**config.mk**
```make
export PLATFORM = sky130hd
export DESIGN_NAME = pe_row_skewed_acc
export DESIGN_NICKNAME = d
export VERILOG_FILES = /design/src/rtl/pe_row_skewed_acc.sv
export SDC_FILE = /design/constraint.sdc
export NUM_CORES = 2
export LEC_CHECK = 0
export BUFFER_PORTS_ARGS = -buffer_cell sky130_fd_sc_hd__buf_2
export CELL_PAD_IN_SITES_DETAIL_PLACEMENT = 1
export CELL_PAD_IN_SITES_GLOBAL_PLACEMENT = 1
export CORE_MARGIN = 2
export CORE_UTILIZATION = 45
export CTS_BUF_LIST = sky130_fd_sc_hd__clkbuf_8
export DETAILED_ROUTE_END_ITERATION = 10
export GPL_TIMING_DRIVEN = 1
export PLACE_DENSITY = 0.81
export SLEW_MARGIN = 25
export SYNTH_ARGS = -nofsm -noshare
export SYNTH_HDL_FRONTEND = slang
export SYNTH_SLANG_ARGS = --single-unit
```
**constraint.sdc**
```tcl
create_clock -name clk -period 7 [get_ports clk]
set_input_delay 1.4 -clock clk [delete_from_list [all_inputs] [get_ports clk]]
set_output_delay 1.4 -clock clk [all_outputs]
set_load 0.005 [all_outputs]
```
**src/rtl/pe_row_skewed_acc.sv**
```systemverilog
// Weight-stationary row of MAC PEs with internal input skew, double-buffered weights,
// in-flight tracking and a saturating accumulator across the vectors of a K tile.
module pe_row_skewed_acc #(
    parameter int MATRIX_SIZE    = 8,
    parameter int DATA_BW        = 8,
    parameter int WEIGHT_BW      = 8,
    parameter int PARTIAL_SUM_BW = 20,
    parameter int ACC_BW         = 32
) (
    input  logic                             clk,
    input  logic                             rstn,
    input  logic                             wt_valid,
    output logic                             wt_ready,
    input  logic [MATRIX_SIZE*WEIGHT_BW-1:0] wt_data,
    input  logic                             in_valid,
    output logic                             in_ready,
    input  logic [MATRIX_SIZE*DATA_BW-1:0]   in_data,
    input  logic                             in_last,
    output logic [MATRIX_SIZE*DATA_BW-1:0]   df_out,
    output logic [MATRIX_SIZE-1:0]           df_valid,
    output logic                             out_valid,
    output logic [ACC_BW-1:0]                out_data,
    output logic                             out_sat
);
    localparam int PROD_BW = DATA_BW + WEIGHT_BW;
    localparam int CNT_BW  = $clog2(MATRIX_SIZE + 2) + 1;
    localparam logic signed [ACC_BW-1:0] ACC_MAX = {1'b0, {(ACC_BW-1){1'b1}}};
    localparam logic signed [ACC_BW-1:0] ACC_MIN = {1'b1, {(ACC_BW-1){1'b0}}};

    typedef enum logic [1:0] {EMPTY, ACTIVE, DRAIN, SWAP} state_t;

    state_t                           state;
    logic                             in_ready_q, wt_ready_q;
    logic [MATRIX_SIZE*WEIGHT_BW-1:0] w_act, w_sh;
    logic [CNT_BW-1:0]                in_flight;
    logic                             accept, wt_accept;

    logic [DATA_BW-1:0]                      lane_in [MATRIX_SIZE];
    logic signed [PROD_BW-1:0]               prod [MATRIX_SIZE];
    logic [MATRIX_SIZE-1:0][DATA_BW-1:0]     d_q;
    logic signed [PARTIAL_SUM_BW-1:0]        ps_q [MATRIX_SIZE];
    logic [MATRIX_SIZE-1:0]                  v_q, l_q;

    logic                             final_valid, final_last;
    logic signed [PARTIAL_SUM_BW-1:0] psum_final;
    logic signed [ACC_BW:0]           acc_sum;
    logic signed [ACC_BW-1:0]         acc_q, acc_clamped;
    logic                             clamp_now, sat_q;
    logic                             out_valid_q, out_sat_q;
    logic [ACC_BW-1:0]                out_data_q;

    // A transfer happens on a rising edge where valid and ready are both high;
    // ready never depends on valid, and valid/data must hold until the transfer.
    assign accept    = in_valid & in_ready_q;
    assign wt_accept = wt_valid & wt_ready_q;
    assign in_ready  = in_ready_q;
    assign wt_ready  = wt_ready_q;

    always_ff @(posedge clk) begin
        if (!rstn) begin
            state      <= EMPTY;
            in_ready_q <= 1'b0;
            wt_ready_q <= 1'b1;
            w_act      <= '0;
            w_sh       <= '0;
        end else begin
            case (state)
                EMPTY, ACTIVE: begin
                    if (wt_accept) begin
                        w_sh       <= wt_data;
                        state      <= DRAIN;
                        in_ready_q <= 1'b0;
                        wt_ready_q <= 1'b0;
                    end
                end
                DRAIN: begin
                    if (in_flight == '0) state <= SWAP;
                end
                SWAP: begin
                    w_act      <= w_sh;
                    w_sh       <= '0;
                    state      <= ACTIVE;
                    in_ready_q <= 1'b1;
                    wt_ready_q <= 1'b1;
                end
                default: state <= EMPTY;
            endcase
        end
    end

    always_ff @(posedge clk) begin
        if (!rstn) begin
            in_flight <= '0;
        end else begin
            case ({accept, final_valid})
                2'b10:   in_flight <= in_flight + CNT_BW'(1);
                2'b01:   in_flight <= in_flight - CNT_BW'(1);
                default: in_flight <= in_flight;
            endcase
        end
    end

    // Lane i reaches PE i after i register stages so the psum chain meets it in step.
    for (genvar i = 0; i < MATRIX_SIZE; i++) begin : g_skew
        logic [DATA_BW-1:0] lane_new;
        assign lane_new = accept ? in_data[i*DATA_BW +: DATA_BW] : '0;
        if (i == 0) begin : g_direct
            assign lane_in[i] = lane_new;
        end else begin : g_delay
            logic [DATA_BW-1:0] sr [i];
            always_ff @(posedge clk) begin
                if (!rstn) begin
                    for (int j = 0; j < i; j++) sr[j] <= '0;
                end else begin
                    sr[0] <= lane_new;
                    for (int j = 1; j < i; j++) sr[j] <= sr[j-1];
                end
            end
            assign lane_in[i] = sr[i-1];
        end
    end

    always_comb begin
        for (int k = 0; k < MATRIX_SIZE; k++) begin
            prod[k] = PROD_BW'($signed(lane_in[k])) * PROD_BW'($signed(w_act[k*WEIGHT_BW +: WEIGHT_BW]));
        end
    end

    always_ff @(posedge clk) begin
        if (!rstn) begin
            d_q <= '0;
            v_q <= '0;
            l_q <= '0;
            for (int k = 0; k < MATRIX_SIZE; k++) ps_q[k] <= '0;
        end else begin
            for (int k = 0; k < MATRIX_SIZE; k++) d_q[k] <= lane_in[k];
            v_q[0]  <= accept;
            l_q[0]  <= accept & in_last;
            ps_q[0] <= PARTIAL_SUM_BW'(prod[0]);
            for (int k = 1; k < MATRIX_SIZE; k++) begin
                v_q[k]  <= v_q[k-1];
                l_q[k]  <= l_q[k-1];
                ps_q[k] <= ps_q[k-1] + PARTIAL_SUM_BW'(prod[k]);
            end
        end
    end

    assign df_out      = d_q;
    assign df_valid    = v_q;
    assign final_valid = v_q[MATRIX_SIZE-1];
    assign final_last  = l_q[MATRIX_SIZE-1];
    assign psum_final  = ps_q[MATRIX_SIZE-1];

    // One guard bit: overflow shows as the top two bits of the sum disagreeing.
    always_comb begin
        acc_sum     = (ACC_BW+1)'(acc_q) + (ACC_BW+1)'(psum_final);
        clamp_now   = acc_sum[ACC_BW] != acc_sum[ACC_BW-1];
        acc_clamped = acc_sum[ACC_BW-1:0];
        if (clamp_now) acc_clamped = acc_sum[ACC_BW] ? ACC_MIN : ACC_MAX;
    end

    always_ff @(posedge clk) begin
        if (!rstn) begin
            acc_q       <= '0;
            sat_q       <= 1'b0;
            out_valid_q <= 1'b0;
            out_data_q  <= '0;
            out_sat_q   <= 1'b0;
        end else begin
            out_valid_q <= 1'b0;
            if (final_valid) begin
                if (final_last) begin
                    out_data_q  <= acc_clamped;
                    out_sat_q   <= sat_q | clamp_now;
                    out_valid_q <= 1'b1;
                    acc_q       <= '0;
                    sat_q       <= 1'b0;
                end else begin
                    acc_q <= acc_clamped;
                    sat_q <= sat_q | clamp_now;
                end
            end
        end
    end

    assign out_valid = out_valid_q;
    assign out_data  = out_data_q;
    assign out_sat   = out_sat_q;
endmodule

```
==> summary.txt <==
Critical path
  • Critical path class: reg2reg
  • Worst Setup End Kind: flip-flop
  • Worst Path Required: about 7.7 ns
  • CP max FO: 13
  • CP Data Arrival Time: ~6.6 ns
  • CP Launch Type: flip-flop

STA
  • Worst-margin pin slew: about 1.0 ns
  • Max_slew headroom: 30.4%
  • Fmax: approximately 170 MHz
  • Tcrit/Tclk final: 84.0%
  • Clk_skew: ~0.064 ns
  • Post-route minimum period: about 5.9 ns
  • Setup tns final: 0 ns
  • Final Hold Violating Endpoints: 0
  • Endpoints failing setup: 0
  • RSZ-0062 raised after global routing: no
  • Final Max Slew Viols: 0

Power and ir drop
  • Peak supply drop: roughly 0.17 mV
  • Net Sw Frac: roughly 24%
  • Tot Pwr: 7.94 mW
  • Power share of the clock group: a little under half
  • Int Power: 6.03 mW
  • Sequential fraction of design power: 48.5%
  • Comb pwr share: approximately 3.8%
  • Leakage power: 27.2 nW
  • Switch Pwr: between 1.5 and 2 mW
  • P per Cell Area: around 150 nW/um^2

Synth
  • Ys async rst share: 0%
  • Post-synthesis sequential area ratio: ~28%
  • Post-synth top cells: inv_1 (736), fa_1 (665), dfxtp_1 (664)
  • Multiplexer share of the synthesized area: less than 1%
  • Cells after Synth: slightly below 5000
  • Post-synth top area share: about 28%
  • Dominant cell type by area after synthesis: fa_1
  • Number of flops mapped to enable cells by yosys: 0
  • Main synth FF type: dfxtp_1
  • Post-Synth Simple-Gate Area: 16.1%
  • Adder-cell share of the synthesized area: a little under two fifths
  • Synth warn: 0
  • Synth Area in Compound Gates: ~7.3%
  • Syn_nets: roughly 6000
  • Most frequent cell after synthesis: inv_1
  • Yosys reg bits: roughly 660
  • Mapped cell area: approximately 48000 sq um
  • Post-synthesis xor/xnor area fraction: 3.22%
  • Synth top area cells: fa_1 (28%), dfxtp_1 (28%), ha_1 (10%), and2_1 (6.9%), inv_1 (5.8%)
  • Syn avg cell area: ~9.8 sq um
  • Largest family of logic cells by synthesized area: adder cells
  • Post-synth cell types: 66

Clock tree
  • Postcts setup bufs: 0
  • Number of buffers created by CTS: between 100 and 150
  • Cts repair resizes: 0
  • CTS H-Tree Depth: 3
  • Worst skew pair latency: 0.80 ns
  • CTS sink count: ~660
  • Root buffer cell: clkbuf_8
  • Clock transition at path regs: 0.07 ns
  • CTS tree: yes
  • Hold buffer count at CTS: 0
  • Clock Tree Buf Depth: 3

Cells and area
  • Nets: around 6200
  • Final core occ: about half
  • Area Growth Syn to Fin: 10.2%
  • Layout cells sized above 1: a little under a tenth

Drt
  • Via-per-instance ratio: approximately 5.1
  • Vias: between 30000 and 40000
  • Post-route ant nets: 0
  • 1st-iter DRT viols: about 1400
  • Overall routed net length: 122000 um
  • DR WL/cell: roughly 19 um
  • DR DRC count: 0
  • DRT Pass-1 Iters: 5

Global route
  • Total GRT Usage: a little under a quarter
  • Largest net degree at the start of global routing: 249
  • Initial antenna violation count: 8
  • First-pass GRT wire length: approximately 200000 um
  • Vias in the first global route: roughly 38000
  • Total gr overflow: 0

Floorplan
  • Die H: 329 um
  • Die width: 329 um
  • Row count: roughly 120
  • Die Footprint: 109000 sq um
  • Starting Density: between 40% and 50%
  • IO Pins: roughly 240
  • Core Area: between 100000 and 150000 sq um

Placed design
  • Placer Congestion: approximately 0.87
  • IO Port Bufs: 240
  • Detailed placement HPWL: 94000 um

Flow run
  • Max Cap Violations: 0

Worst hold path
  • Hold Path Class: reg2reg

Status
  • Status: completed
-- per-stage QoR --
step | hold WS [ns] | setup WS [ns] | cell area (sq um) | std cells
floorplan | 0.412 | 1.25 | 47700 | 4853
global placement | 0.413 | 0.906 | 50100 | 6324
detailed placement | 0.420 | 0.790 | 50100 | 6324
CTS | 0.411 | 1.10 | 52500 | 6525
global route | 0.409 | 0.619 | 52500 | 6528
finish | 0.399 | 1.12 | 52500 | 6528
-- sequential cells by signal, indices dropped and copies added (netlist names) --
register,cells
acc_q,32
df_out,64
df_valid,8
g_skew.g_delay.sr,224
in_flight,5
in_ready,1
l_q,8
out_data,32
out_sat,1
out_valid,1
ps_q,156
sat_q,1
state,2
w_act,64
w_sh,64
wt_ready,1
-- critical path, stage by stage (launching register included) --
cell and delay [ns]:
dfxtp_1 0.49, and2_1 0.18, buf_4 0.26, inv_1 0.09
fa_1 0.48, inv_1 0.06, fa_1 0.49, fa_1 0.56
fa_1 0.43, fa_1 0.45, ha_1 0.34, a21oi_1 0.25
o21bai_1 0.14, a311oi_1 0.39, o21ai_0 0.21, o41ai_1 0.50
o21ai_0 0.23, xnor2_1 0.17, nor2_1 0.05
-- placed cells by master, fill, tap and decap left out, drive strengths merged, types with 13 or more instances in the layout --
cell type / n
nand3: 91
and3: 117
o21ai: 48
xnor2: 127
inv: 769
o21bai: 21
nor3: 36
xor2: 48
nor2: 205
clkinv: 22
o21a: 13
nand2: 457
a211oi: 16
and2: 529
dfxtp: 664
a21oi: 226
a21o: 57
nand2b: 32
buf: 262
a221o: 53
a31oi: 14
clkbuf: 135
ha: 385
fa: 665
-- cells by family (layout without fill, tap and decap cells) --
kind of cell | after synthesis | in the layout
buffers and inverters | 924 | 1205
AO/OA/AOI/OAI | 522 | 522
multiplexers | 5 | 5
other | 0 | 3
AND/OR/NAND/NOR | 1513 | 1513
flip-flops | 664 | 664
XOR/XNOR | 175 | 175
adder cells (fa/ha/maj) | 1050 | 1050
-- final timing paths --
path	cells after the start	from	to	slack, ns
worst min-delay path	1	g_skew[6].g_delay.sr[3][7]$_SDFF_PN0_	g_skew[6].g_delay.sr[4][7]$_SDFF_PN0_	0.40
worst min register to register	1	g_skew[6].g_delay.sr[3][7]$_SDFF_PN0_	g_skew[6].g_delay.sr[4][7]$_SDFF_PN0_	0.40
worst max register to register	18	g_skew[6].g_delay.sr[5][7]$_SDFF_PN0_	ps_q[0][138]$_SDFF_PN0_	1.12
worst max-delay path	18	g_skew[6].g_delay.sr[5][7]$_SDFF_PN0_	ps_q[0][138]$_SDFF_PN0_	1.12
-- metal layers --
metal  vias to the layer above  part of all wire (%)  GRT usage (%)
met5                         -                 0.021              0
li1                      15600                     -              -
met2                       580                    51           41.7
met4                         4                   2.4           6.32
met3                       176                   3.8           3.31
met1                     17200                    42           28.7
-- cell type report --
| class | count | area [sq um] |
|---|---|---|
| Clock buffer | 135 | 1860 |
| Timing Repair Buffer | 262 | 1390 |
| Fill cell | 11900 | 52600 |
| Tap cell | 1391 | 1740 |
| Sequential cell | 664 | 13300 |
| Multi-Input combinational cell | 3265 | 30900 |
| Inverter | 742 | 2790 |
| Clock inverter | 66 | 581 |
| Antenna cell | 3 | 7.51 |
-- power by group through the flow --
| stage | Clock (mW) | Sequential, mW | Combinational, mW |
|---|---|---|---|
| final | 3.79 | 3.85 | 0.299 |
| after global routing | 4.07 | 3.85 | 0.334 |
| after CTS | 3.91 | 3.85 | 0.305 |
| after detailed placement | 0 | 3.93 | 0.302 |
| after global placement | 0 | 3.93 | 0.292 |
| after floorplan | 0 | 3.92 | 0.178 |
(Power assumes the default switching activity.)
